--- src/rtl/shot_sequencer_if.sv ---
// Board-side signal bundle of the shot sequencer: raw key/switch inputs and validated shot outputs.
// master drives the raw inputs, slave is the sequencer itself.
interface shot_sequencer_if;
  logic       key_n;
  logic       new_game;
  logic [3:0] sw_x;
  logic [3:0] sw_y;
  logic       sw_big;
  logic       shot_valid;
  logic [3:0] shot_x;
  logic [3:0] shot_y;
  logic       shot_big;
  logic       wrong;
  logic [1:0] big_left;
  logic [6:0] shot_count;

  modport master (
    output key_n, new_game, sw_x, sw_y, sw_big,
    input  shot_valid, shot_x, shot_y, shot_big, wrong, big_left, shot_count
  );

  modport slave (
    input  key_n, new_game, sw_x, sw_y, sw_big,
    output shot_valid, shot_x, shot_y, shot_big, wrong, big_left, shot_count
  );
endinterface

--- src/rtl/shot_sequencer.sv ---
// Turns a score-key press into one validated shot (coordinate/bomb checks, counters); shot_valid
// follows the 4th edge after the key goes low. Optional key debounce when SHOT_DEBOUNCE_EN is defined.
module shot_sequencer #(
  parameter int DEBOUNCE_CYCLES = 16,
  parameter int BIG_BOMBS       = 2
) (
  input  logic            clock,
  input  logic            reset_L,
  shot_sequencer_if.slave bus
);

  typedef enum logic [2:0] {IDLE, CHECK, FIRE, ERROR, WAIT_RELEASE} state_t;

  localparam logic [1:0] BIG_INIT = 2'(BIG_BOMBS);

  state_t     state, state_nxt;
  logic       sync1, sync2, filt, filt_prev;
  logic [1:0] settle;
  logic       armed;
  logic       press_evt;
  logic       capture, set_wrong, fire, bad_shot;
  logic [3:0] shot_x_q, shot_y_q;
  logic       shot_big_q, wrong_q;
  logic [1:0] big_left_q;
  logic [6:0] shot_count_q;

  // Key synchronizer. armed only rises once the synchronized key has been seen released
  // after reset, so a key held through reset cannot fake a press.
  always_ff @(posedge clock or negedge reset_L) begin
    if (!reset_L) begin
      sync1     <= 1'b1;
      sync2     <= 1'b1;
      filt_prev <= 1'b1;
      settle    <= 2'b00;
      armed     <= 1'b0;
    end else begin
      sync1     <= bus.key_n;
      sync2     <= sync1;
      filt_prev <= filt;
      settle    <= {settle[0], 1'b1};
      armed     <= armed | (settle[1] & sync2);
    end
  end

`ifdef SHOT_DEBOUNCE_EN
  localparam int CW = $clog2(DEBOUNCE_CYCLES + 1);
  logic [CW-1:0] db_cnt;
  logic          filt_q;

  always_ff @(posedge clock or negedge reset_L) begin
    if (!reset_L) begin
      db_cnt <= '0;
      filt_q <= 1'b1;
    end else if (sync2 == filt_q) begin
      db_cnt <= '0;
    end else if (db_cnt == CW'(DEBOUNCE_CYCLES - 1)) begin
      filt_q <= sync2;
      db_cnt <= '0;
    end else begin
      db_cnt <= db_cnt + 1'b1;
    end
  end

  assign filt = filt_q;
`else
  localparam int unused_debounce_cycles = DEBOUNCE_CYCLES;
  assign filt = sync2;
`endif

  assign press_evt = armed & filt_prev & ~filt;
  assign bad_shot  = (shot_x_q < 4'd1) || (shot_x_q > 4'd10) ||
                     (shot_y_q < 4'd1) || (shot_y_q > 4'd10) ||
                     (shot_big_q && (big_left_q == 2'd0));

  always_ff @(posedge clock or negedge reset_L) begin
    if (!reset_L) state <= IDLE;
    else          state <= state_nxt;
  end

  always_comb begin
    state_nxt = state;
    capture   = 1'b0;
    set_wrong = 1'b0;
    fire      = 1'b0;
    case (state)
      IDLE: begin
        if (press_evt) begin
          capture   = 1'b1;
          state_nxt = CHECK;
        end
      end
      CHECK: begin
        if (bad_shot) begin
          set_wrong = 1'b1;
          state_nxt = ERROR;
        end else begin
          state_nxt = FIRE;
        end
      end
      FIRE: begin
        fire      = 1'b1;
        state_nxt = WAIT_RELEASE;
      end
      ERROR:        state_nxt = WAIT_RELEASE;
      WAIT_RELEASE: if (filt) state_nxt = IDLE;
      default:      state_nxt = IDLE;
    endcase
    // new_game wins over anything the FSM wanted to do this cycle
    if (bus.new_game) begin
      state_nxt = IDLE;
      capture   = 1'b0;
      set_wrong = 1'b0;
      fire      = 1'b0;
    end
  end

  always_ff @(posedge clock or negedge reset_L) begin
    if (!reset_L) begin
      shot_x_q     <= '0;
      shot_y_q     <= '0;
      shot_big_q   <= 1'b0;
      wrong_q      <= 1'b0;
      big_left_q   <= BIG_INIT;
      shot_count_q <= '0;
    end else begin
      if (capture) begin
        shot_x_q   <= bus.sw_x;
        shot_y_q   <= bus.sw_y;
        shot_big_q <= bus.sw_big;
      end
      if (bus.new_game) begin
        wrong_q      <= 1'b0;
        big_left_q   <= BIG_INIT;
        shot_count_q <= '0;
      end else begin
        if (capture)   wrong_q <= 1'b0;
        if (set_wrong) wrong_q <= 1'b1;
        if (fire && shot_count_q != 7'd127) shot_count_q <= shot_count_q + 7'd1;
        if (fire && shot_big_q && big_left_q != 2'd0) big_left_q <= big_left_q - 2'd1;
      end
    end
  end

  assign bus.shot_valid = fire;
  assign bus.shot_x     = shot_x_q;
  assign bus.shot_y     = shot_y_q;
  assign bus.shot_big   = shot_big_q;
  assign bus.wrong      = wrong_q;
  assign bus.big_left   = big_left_q;
  assign bus.shot_count = shot_count_q;

endmodule

--- src/flat_wrapper.sv ---
// flat-port wrapper written by rule: the top's interface ports become plain ports
module shot_sequencer_flat 
#(
  parameter int DEBOUNCE_CYCLES = 16,
  parameter int BIG_BOMBS       = 2
)
  (clock, reset_L, bus_key_n, bus_new_game, bus_sw_x, bus_sw_y, bus_sw_big, bus_shot_valid, bus_shot_x, bus_shot_y, bus_shot_big, bus_wrong, bus_big_left, bus_shot_count);
  shot_sequencer_if bus_i ();
  input  logic clock;
  input  logic reset_L;
  input wire logic [$bits(bus_i.key_n)-1:0] bus_key_n;
  input wire logic [$bits(bus_i.new_game)-1:0] bus_new_game;
  input wire logic [$bits(bus_i.sw_x)-1:0] bus_sw_x;
  input wire logic [$bits(bus_i.sw_y)-1:0] bus_sw_y;
  input wire logic [$bits(bus_i.sw_big)-1:0] bus_sw_big;
  output wire logic [$bits(bus_i.shot_valid)-1:0] bus_shot_valid;
  output wire logic [$bits(bus_i.shot_x)-1:0] bus_shot_x;
  output wire logic [$bits(bus_i.shot_y)-1:0] bus_shot_y;
  output wire logic [$bits(bus_i.shot_big)-1:0] bus_shot_big;
  output wire logic [$bits(bus_i.wrong)-1:0] bus_wrong;
  output wire logic [$bits(bus_i.big_left)-1:0] bus_big_left;
  output wire logic [$bits(bus_i.shot_count)-1:0] bus_shot_count;
  assign bus_i.key_n = bus_key_n;
  assign bus_i.new_game = bus_new_game;
  assign bus_i.sw_x = bus_sw_x;
  assign bus_i.sw_y = bus_sw_y;
  assign bus_i.sw_big = bus_sw_big;
  assign bus_shot_valid = bus_i.shot_valid;
  assign bus_shot_x = bus_i.shot_x;
  assign bus_shot_y = bus_i.shot_y;
  assign bus_shot_big = bus_i.shot_big;
  assign bus_wrong = bus_i.wrong;
  assign bus_big_left = bus_i.big_left;
  assign bus_shot_count = bus_i.shot_count;
  shot_sequencer #(.DEBOUNCE_CYCLES(DEBOUNCE_CYCLES), .BIG_BOMBS(BIG_BOMBS)) u_core (.clock(clock), .reset_L(reset_L), .bus(bus_i));
endmodule
--- config.mk ---
export PLATFORM = sky130hd
export DESIGN_NAME = shot_sequencer_flat
export DESIGN_NICKNAME = d
export VERILOG_FILES = /design/src/rtl/shot_sequencer_if.sv /design/src/rtl/shot_sequencer.sv /design/src/flat_wrapper.sv
export SDC_FILE = /design/constraint.sdc
export NUM_CORES = 1
export LEC_CHECK = 0
export ABC_AREA = 1
export CORE_MARGIN = 2
export CORE_UTILIZATION = 30
export DETAILED_ROUTE_END_ITERATION = 8
export PLACE_DENSITY = 0.62
export SYNTH_ARGS = -nofsm -noshare
export SYNTH_HDL_FRONTEND = slang
export SYNTH_SLANG_ARGS = --single-unit
--- constraint.sdc ---
create_clock -name clock -period 1.2 [get_ports clock]
set_input_delay 0.36 -clock clock [delete_from_list [all_inputs] [get_ports clock]]
set_output_delay 0.36 -clock clock [all_outputs]
set_load 0.02 [all_outputs]
**Word-level counts from Yosys, hierarchy flattened**

Index checks and enable logic that the tools add are counted.

- Bits in registers: 28
- Bits in latches: 0
- Memory bits (writable): 0
- ROM bits: 0
- Bits of input ports: 13
- Output and inout bits: 20
- Word-level logic and storage cells: 66
- Memories kept: 0

- Add/sub/neg operators: 2
- $mul: 0
- Divide/modulo/power cells: 0
- $lt $le $gt $ge: 4
- Eq/ne operators: 7
- Shift operators: 0
- Multiplexer cells: 20
- Bitwise logic cells: 5
- Reduce and logical (&&, ||, !) cells: 16

Operator list:

| kind | number |
|---|---|
| 2-to-1 mux 7 bit | 2 |
| 2-to-1 mux 1 bit | 12 |
| case mux 3 bit (4 select lines) | 1 |
| 2-to-1 mux 3 bit | 3 |
| > comparator 4 bit (second input constant) | 2 |
| less-than comparator 4 x 1 -> 1 bit (second input constant) | 2 |
| adder 7 x 1 -> 7 bit (second input constant) | 1 |
| inequality test 7 bit (second input constant) | 1 |
| equality test 3 x 2 -> 1 bit (second input constant) | 2 |
| inequality test 3 x 2 -> 1 bit (second input constant) | 2 |
| nonzero test 2 bit | 3 |
| logical AND 1 bit | 4 |
| logical OR 1 bit | 4 |
| 2-to-1 mux 2 bit | 2 |
| bitwise AND 1 bit | 3 |
| equality test 3 x 1 -> 1 bit (second input constant) | 1 |
| equality test 3 bit (second input constant) | 1 |
| logical NOT 3 bit | 1 |
| nonzero test 3 bit | 1 |
| logical NOT 2 bit | 1 |
| AND reduction 2 bit | 1 |
| OR reduction 2 bit | 1 |
| subtractor 2 x 1 -> 2 bit (second input constant) | 1 |
| inverter 1 bit | 1 |
| OR 1 bit | 1 |

**Longest topological paths before layout**

- Depth after elaboration: 10
- Depth in mapped cells: 9
- Mapped depth without buffers: 9

**Worst setup path before layout**

No wires, ideal clock.

- Path type: register -> register
- From: reg u_core.shot_count_q[1], in the netlist u_core.bus.shot_count[1]
- To: reg u_core.shot_count_q[5], in the netlist u_core.bus.shot_count[5]
- Setup time: 65 ps
- Arrival: 1321 ps
- Data required time: 1135 ps
- Path slack: -186 ps
- Stages on the path, launching flop included: 10
- Path buffers: 0
- Clock period less this slack: 1386 ps
- Cell sequence: dfrtp_1 ha_1 nand3_1 nor2_1 nand2_1 nand2_2 nand2_4 inv_2 nand2_1 nand2_1

- Word-level cells in the longest chain between the ends: 3
- Elaborated cells on any way between the ends: 6
- Classes of those cells: add/sub: 1; eq/ne: 1; mux: 2; reduce/logical: 2

Ends and longest elaborated chain:

| element | line | text |
|---|---|---|
| start, declared | shot_sequencer.sv:25 | `logic [6:0] shot_count_q;` |
| start signal, assigned | shot_sequencer.sv:138 | `if (fire && shot_count_q != 7'd127) shot_count_q <= shot_count_q + 7'd1;` |
| adder 7 x 1 -> 7 bit or inequality test 7 bit (tied branches) | shot_sequencer.sv:138 |  |
| 2-to-1 mux 7 bit or logical AND 1 bit (tied branches) | shot_sequencer.sv:138 |  |
| 2-to-1 mux 7 bit or nonzero test 2 bit (tied branches) | n/a |  |

Parallel ways exist; a longest one is shown, timed or not. The select of a mux whose other input is x is not followed.
A chain may end at the register's enable or synchronous reset.

**Worst setup path in the final report**

- From: reg u_core.state[2]
- To: out bus_shot_valid

- Word-level cells in the longest chain between the ends: 3

Ends and longest elaborated chain:

| element | line | text |
|---|---|---|
| start, declared | shot_sequencer.sv:16 | `state_t state, state_nxt;` |
| start signal, assigned | shot_sequencer.sv:77 | `else state <= state_nxt;` |
| equality test 3 x 2 -> 1 bit | shot_sequencer.sv:85 | `case (state)` |
| 2-to-1 mux 1 bit | shot_sequencer.sv:85 |  |
| 2-to-1 mux 1 bit | shot_sequencer.sv:109 | `if (bus.new_game) begin` |
| end, declared | flat_wrapper.sv:16 | `output wire logic [$bits(bus_i.shot_valid)-1:0] bus_shot_valid;` |

No other way between the ends.

==> summary.txt <==
Run status
  – Status: complete, but fails checks
  – Failing checks: setup timing

Worst setup path
  – R2r endpoint: u_core.bus.shot_x[0]$_DFFE_PN0P_
  – FF-to-FF path depth: 5
  – Delay-heaviest family, CP: flip-flops
  – Critical path arrival: approximately 1.1 ns
  – Setup crit end kind: output pin
  – Crit path buf inv count: 1
  – Critical Path, Cell by Cell: nor2_4 > nand2_2 > nor2_4 > buf_6
  – Crit-path most repeated cell: nor2_4
  – Crit path launch: u_core.state[2]$_DFFE_PN0P_
  – Critical Path Max Stage Delay: 0.43 ns
  – Levels on crit path: 4
  – R2R Setup Slk: -0.20 ns
  – Req. time, crit path: 0.84 ns
  – FF-to-FF Start: u_core.state[0]$_DFFE_PN0P_
  – Type of the worst setup path: reg -> out
  – Setup crit start kind: register
  – CP max FO: 2
  – Slowest stage cell, crit path: dfrtp_1

Power
  – Comb pwr share: between 40 and 50%
  – Peak VDD IR: 1.19 mV
  – Net Sw Frac: around 34%
  – Total power: around 4000 uW
  – Clock network fraction of design power: 18.7%
  – Flop pwr share: 32.9%
  – Leak pwr: 0.00108 uW
  – Cell Int Power: 2690 uW
  – Cell Pwr Density: 1800 nW/um^2
  – NetSw: 1370 uW

Die
  – Core Area: 4060 um^2
  – Die W: 69.4 um
  – I/O pin cnt: 33
  – Die ar.: 4810 um^2
  – Initial core utilization: about a third
  – Chip height: 69.4 um
  – Row count: 23

Clock tree
  – Worst-skew pair later-pin latency: 0.28 ns
  – H-tree depth: 1
  – Cts hold-fix bufs: 0
  – CTS sink count: 28
  – Max Buffers Root-to-Sink: 2
  – TritonCTS Buffers: 3
  – CTS tree: done
  – Clock transition at path regs: 0.10 ns
  – Clock root buffer: clkbuf_8

Timing
  – Final worst-path cycle share: 122%
  – Count of final setup violators: 24
  – RSZ-0062 raised after global routing: yes
  – Fin. Hold Viols: 0
  – Minimum clock period: 1.46 ns
  – Max frequency: 683 MHz
  – Final WS setup: -0.263 ns
  – Slew Limit Fails: 0
  – Skew final: 0.00115 ns

Yosys
  – Largest family of logic cells by synthesized area: simple AND/OR/NAND/NOR gates
  – Syn_nets: 147
  – Yosys warnings: 0
  – Sequential share of the synthesized area: 55.0%
  – Post-synth top area share: 46.8%
  – Netlist Area Pre-Place: 1280 um^2
  – Synth Area in XOR/XNOR: 2.05%
  – Post-Syn Instances: about 130
  – Syn_area_per_cell: 9.72 um^2
  – Synth Area in Compound Gates: 5.27%
  – Post-synth cell types: 23
  – Flops & latches, synth: 28
  – Top cells by area, synth: dfrtp_1, nand2_1, dfstp_2, mux2_4, nor2_4
  – Cell taking the most area after synthesis: dfrtp_1
  – Simple-gate area share of the yosys netlist: 24.6%
  – Proportion of synthesized area in mux cells: 6.15%
  – Synth Area in Adders: 1.95%

Worst hold path
  – Hold Path Origin: u_core.settle[0]$_DFF_PN0_
  – Hold Path Sink: u_core.settle[1]$_DFF_PN0_
  – Hold Path Class: reg -> reg
  – Hold depth: 0

Detailed routing
  – Via count: 1,153
  – Post-detailed-route via-to-cell ratio: ~4.5
  – Final wirelength: 3220 um
  – DRT iter0 DRCs: 14
  – DRT antenna net count: 0
  – Remaining DRCs: 0
  – First-pass DRT Iterations: 2
  – Routed len/inst: 12.4 um

Global route
  – Initial antenna violation count: 0
  – Largest net degree at the start of global routing: 29
  – Total GRT Usage: between 10% and 20%
  – Vias in the first global route: 1,192
  – GRT overflow: 0
  – First-pass GRT wire length: 5440 um

Place
  – GP Congestion: 0.754
  – IO buf count: 32
  – Placed Area: 1950 um^2
  – Dpl ws: -0.887 ns
  – Dpl hpwl: around 2300 um

Finish
  – Area grow syn2layout: 75.7%
  – Final Cell Area: about 2300 um^2
  – # diodes: 0
  – Share of layout cells above drive strength 1: 52.6%
  – Layout Utilization: 55.5%
  – Fin nets: around 230

Job
  – Maxcap violations: 0
==> registers in the layout (all words and copies together), names as in the netlist <==
name	cells
u_core.armed	1
u_core.bus.big_left	2
u_core.bus.shot_big	1
u_core.bus.shot_count	7
u_core.bus.shot_x	4
u_core.bus.shot_y	4
u_core.bus.wrong	1
u_core.filt	1
u_core.filt_prev	1
u_core.settle	2
u_core.state	3
u_core.sync1	1
==> metal layers <==
layer  routed length, um  part of all wire, %  GRT usage, %
met5                   0                    0             0
met4                  44                  1.4          4.58
met3                 198                  6.2          4.80
met2                1670                   52          24.5
met1                1300                   40          16.4
==> worst max-delay path by stage <==
stage | end
after floorplan | u_core.bus.shot_x[1]$_DFFE_PN0P_
after global placement | bus_shot_valid
after detailed placement | bus_shot_valid
after CTS | bus_shot_valid
after global routing | bus_shot_valid
final | bus_shot_valid
==> placed cells by master, fill, tap and decap left out, types with 3 or more instances in the layout <==
cell / Yosys / layout
o21ai_0: 7 / 3
nand2_2: 2 / 8
inv_1: 10 / 9
nand2_1: 37 / 30
buf_6: 0 / 30
o21ai_1: 1 / 3
dfstp_2: 4 / 4
dfrtp_1: 24 / 22
inv_4: 0 / 3
clkbuf_8: 0 / 3
nor2_4: 4 / 7
clkdlybuf4s50_1: 0 / 11
nand2_4: 2 / 3
buf_4: 0 / 30
mux2_4: 3 / 6
xor2_1: 3 / 3
nor2_1: 10 / 8
nand3_1: 7 / 3
==> power groups by stage <==
stage | sequential [uW] | clock (uW) | combinational (uW)
after floorplan | 1580 | 0 | 498
after global placement | 1320 | 0 | 1600
after detailed placement | 1320 | 0 | 1630
after CTS | 1330 | 776 | 1820
after global routing | 1360 | 814 | 2120
final | 1340 | 760 | 1960
==> area by class of cell <==
cell class	instances	area [um^2]
Sequential cell	28	708
Clock buffer	3	41.3
Clock inverter	1	30.0
Fill cell	347	1800
Timing Repair Buffer	73	702
Inverter	12	52.6
Multi-Input combinational cell	92	657
Tap cell	50	62.6
==> through the flow <==
| step | hold slack [ns] | setup TNS, ns | std cells |
|---|---|---|---|
| after global routing | 0.369 | -4.50 | 259 |
| after detailed placement | 0.344 | -14.36 | 247 |
| after CTS | 0.367 | -2.86 | 257 |
| after floorplan | 0.0644 | -1.02 | 132 |
| after global placement | 0.334 | -13.82 | 247 |
| final | 0.365 | -2.74 | 259 |
==> synth_stat cells (all sizes together) <==
master / number
inv: 12
o21ai: 8
xor2: 3
nand4: 2
ha: 2
o211ai: 1
buf: 1
conb: 1
or2: 1
nor2: 14
dfstp: 4
dfrtp: 24
a21oi: 4
nand2: 41
nor3: 1
mux2: 6
nand3: 7
==> timing repair <==
item | in CTS | in global routing
pin swaps | 12 | 12
endpoints found under the setup margin | 41 | 41
resized for setup | 129 | 30
gates cloned | 1 | 0
setup buffers | 5 | 2
endpoints found under the hold margin | 0 | 0
==> worst reg2reg max path: stages, from the launching register on <==
cell and delay [ns]:
dfrtp_1 0.41, buf_6 0.13, nor2_4 0.12, nand2_4 0.08, nor2_4 0.24, mux2_4 0.33
==> kinds of logic after synthesis <==
family,count (synthesis)
mux,6
other cells,1
fa+ha+maj,2
simple gates,66
flops,28
buf+inv,13
compound gates,13
xor+xnor,3
(Power assumes the default switching activity.)
==> patch 1: new RTL, same settings <==
The option `SHOT_DEBOUNCE_EN` is turned on by a define.
--- a/src/rtl/shot_sequencer.sv
+++ b/src/rtl/shot_sequencer.sv
@@ -1,4 +1,6 @@
 // Turns a score-key press into one validated shot (coordinate/bomb checks, counters); shot_valid
 // follows the 4th edge after the key goes low. Optional key debounce when SHOT_DEBOUNCE_EN is defined.
+`define SHOT_DEBOUNCE_EN
+
 module shot_sequencer #(
   parameter int DEBOUNCE_CYCLES = 16,
Formal check against the unedited RTL: not equivalent (Yosys sat finds a counterexample within 10 cycles, from zero or initial values and one cycle with reset_L low).
==> patch 1 against the original RTL <==
- the run still ends with setup timing left
- first-iteration DRC count grew to 3.8 times the old value
- synthesized cell count rose by 20%
- routed wire length up 5.7%
- highest routed layer unchanged
- fmax grew 0.32%
- setup slack improved by 4.6 ps
- sequential cell count increased by 6
- global-route usage fell by 1.4 points
- area after synthesis is 20% higher
- final area grew 12%
Power is not compared: it rests on default switching activity, and its combinational part moved more than twofold at a synthesized area within 25%.
==> patch 1: results <==
set metrics [dict create \
    detailed_place_hpwl_mm 2.30 \
    cts_resized 116 \
    synthMuxAreaShare 0.0513 \
    wl_per_cell_um 11.0 \
    h-tree-depth 2 \
    viasPerCell 4.33 \
    synth_compound_area_frac 0.0522 \
    pre_cts_ws_ps -863 \
    dp.cells 294 \
    post-cts-setup-buffers 4 \
    yosys.cell_types.count 28 \
    routed-wl-met2_mm 1.73 \
    synth_xor_area_frac 0.0171 \
    synth_fa_ha_area_frac 0.0244 \
    postSynthAreaPerCell_um2 9.66 \
    grt_pass1_vias 1221 \
    dr.pass1.iters 5 \
    setup_viol 23 \
    met1Wirelength_mm 1.43 \
    drtIter0Drc 53 \
    grt_pass1_wl_mm 5.40 \
    synthTopCellsByArea "dfrtp_1 47%, nand2_1 9.5%, dfstp_2 8.6%, inv_1 3.7%, nand3_1 3.3%" \
    dr_wl_met3_um 193 \
    fin_tns_setup_ps -3460 \
    wl_mm 3.40 \
    fin_ws_ps -258 \
    clk_pin_slew_ps 80 \
    grtUsageMet1 0.157 \
    grt_util_met2 0.213 \
    nNetsFinal 253 \
    cts_buffers 5 \
    grt_max_degree 35 \
    gp_congestion 0.816 \
    violations "setup timing" \
    grtUsageMet3 0.0476 \
    status "finished with violations" \
    synth_common_cells "39 x nand2_1, 29 x dfrtp_1, 15 x inv_1" \
    placed_area_um2 2250 \
]
patch 1: cell count changes in the layout (fill, tap and decap cells not counted), moves of 4 or more:
cell	before	now
nand2_1	30	35
dfrtp_1	22	27
nand3_1	3	8
inv_1	9	14
buf_4	30	35
nand2_2	8	4
buf_6	30	22
patch 1: final timing paths:
| check | start | endpoint | slack (ps) | cells past startpoint |
|---|---|---|---|---|
| min in group asynchronous | reset_L | u_core.bus.shot_count[5]$_DFFE_PN0P_ | 430 | 2 |
| max | u_core.state[2]$_DFFE_PN0P_ | bus_shot_valid | -260 | 4 |
| min | u_core.settle[0]$_DFF_PN0_ | u_core.settle[1]$_DFF_PN0_ | 350 | 0 |
| min reg2reg | u_core.settle[0]$_DFF_PN0_ | u_core.settle[1]$_DFF_PN0_ | 350 | 0 |
| max in group asynchronous | reset_L | u_core.filt$_DFFE_PN1P_ | 520 | 2 |
| max reg2reg | u_core.state[2]$_DFFE_PN0P_ | u_core.bus.shot_x[1]$_DFFE_PN0P_ | -230 | 6 |
patch 1: cells by family (layout without fill, tap and decap cells):
logic type	after synthesis	after routing
flip-flops	34	34
buffers and inverters	17	96
adder cells (fa/ha/maj)	3	3
AND/OR/NAND/NOR	79	79
XOR/XNOR	3	3
other	1	1
AO/OA/AOI/OAI	16	16
multiplexers	6	6
patch 1: power by group:
part | leakage [nW] | switching, mW | internal [mW]
Clock | 0.0472 | 0.444 | 0.461
Combinational | 0.741 | 0.302 | 0.323
Sequential | 0.424 | 0.0543 | 1.22
patch 1: cell type report:
class / instances / area (um^2)
multi-input cells: 108 / 723
clock buffers: 6 / 82.6
repair buffers: 72 / 702
flip-flops and latches: 34 / 860
inverters: 16 / 62.6
clock inverters: 2 / 12.5
fillers: 465 / 2480
well taps: 70 / 87.6
==> patch 2: new RTL, same flow settings <==
Without the edit above. The 5 states of `state_t` get a Gray code encoding in 3 bits.
--- a/src/rtl/shot_sequencer.sv
+++ b/src/rtl/shot_sequencer.sv
@@ -10,5 +10,5 @@
 );
 
-  typedef enum logic [2:0] {IDLE, CHECK, FIRE, ERROR, WAIT_RELEASE} state_t;
+  typedef enum logic [2:0] {IDLE = 3'b000, CHECK = 3'b001, FIRE = 3'b011, ERROR = 3'b010, WAIT_RELEASE = 3'b110} state_t;
 
   localparam logic [1:0] BIG_INIT = 2'(BIG_BOMBS);
Check against the original RTL: same outputs for any inputs over 10 cycles, from zero or initial values and one cycle with reset_L low; not proved beyond that.
==> patch 2 against the original RTL <==
- the run still ends with setup timing left
- via count rose by 2.1%
- largest cell class unchanged
- sequential cell count did not move
- sequential share of layout area fell by 0.94 points
- setup slack improved by 5.5 ps
- global-route usage fell by 0.97 points
- total power rose by 2.4%
- final area rose by 3.3%
- hold slack got worse by 4.0 ps
- clock power fell by 1%
- routed wire length fell by 3.6%
- register-to-register slack got worse by 20 ps
- area after synthesis rose by 6.7%
==> patch 2: results <==
set metrics [dict create \
    cp_max_fo 3 \
    seq_area_frac_synth 0.516 \
    grt_util_met2 0.215 \
    timing.rr.start "u_core.state[2]$_DFFE_PN0P_" \
    status "finished with violations" \
    n_all_buffers 72 \
    pre_cts_ws_ps -745 \
    clock-skew-final_ps 4.63 \
    min_to "u_core.filt$_DFF_PN1_" \
    synth_compound_area_frac 0.0896 \
    fin_ws_ps -258 \
    io_buffers 32 \
    crit_path_max_incr_delay_ps 400 \
    dr.pass1.iters 4 \
    grt_pass1_vias 1228 \
    endpoint "bus_shot_valid" \
    synth_xor_area_frac 0.0128 \
    wl_mm 3.10 \
    met1Wirelength_mm 1.41 \
    violations "setup timing" \
    dieArea_um2 5120 \
    r2r_cells 6 \
    nNetsFinal 240 \
    fill_cells 387 \
    drive_gt1_frac 0.509 \
    synth_fa_ha_area_frac 0.0183 \
    hold_path.startpoint "u_core.sync1$_DFF_PN1_" \
    setup_viol 25 \
    p_leak_nw 1.16 \
    synthMuxAreaShare 0.0219 \
    synth_common_cells "32 x nand2_1, 24 x dfrtp_1, 20 x inv_1" \
    track_usage 0.132 \
    grtUsageMet3 0.0141 \
    hold_ws_ps 361 \
    yosysWarningCount 0 \
    fin_tns_setup_ps -2660 \
    placed_area_um2 2000 \
    buf_share 0.305 \
    netlist_instances 150 \
    grt_pass1_wl_mm 5.35 \
    seq_cell_count 28 \
    detailed_place_hpwl_mm 2.21 \
    multi_input_area_share 0.296 \
    nNonClkInverters 21 \
    sh_seq_area 0.305 \
    gp_congestion 0.741 \
    yosys.cell_types.count 27 \
    viasPerCell 4.26 \
    wl_per_cell_um 11.2 \
    drtIter0Drc 42 \
    dp.cells 263 \
    grtUsageMet1 0.173 \
    clockNetworkAreaShare 0.0306 \
    ir_drop_uv 912 \
    reg2reg_to "u_core.bus.shot_x[3]$_DFFE_PN0P_" \
    syn-num-nets 165 \
    multi_input_comb_area_um2 688 \
    dr_wl_met3_um 49 \
    rrSetupSlack_ps -220 \
    routed-wl-met2_mm 1.57 \
]
patch 2: where the power goes:
group	total (mW)	internal, mW	switching (mW)	leakage, nW
clock	0.749	0.447	0.302	0.0357
combinational	2.07	1.10	0.966	0.785
sequential	1.34	1.17	0.177	0.344
total	4.16	2.71	1.44	1.16
patch 2: repair_timing:
| action | 4_1_cts | 5_1_grt |
|---|---|---|
| endpoints found under the setup margin | 42 | 41 |
| pin swaps | 15 | 12 |
| cloned | 0 | 0 |
| buffers inserted | 5 | 4 |
| resized for setup | 133 | 37 |
patch 2: cells by family (layout without fill, tap and decap cells):
family | after synthesis | after routing
AO/OA/AOI/OAI | 21 | 21
buffers and inverters | 23 | 97
flip-flops | 28 | 28
other | 1 | 1
adder cells (fa/ha/maj) | 2 | 2
XOR/XNOR | 2 | 2
multiplexers | 2 | 2
AND/OR/NAND/NOR | 71 | 71
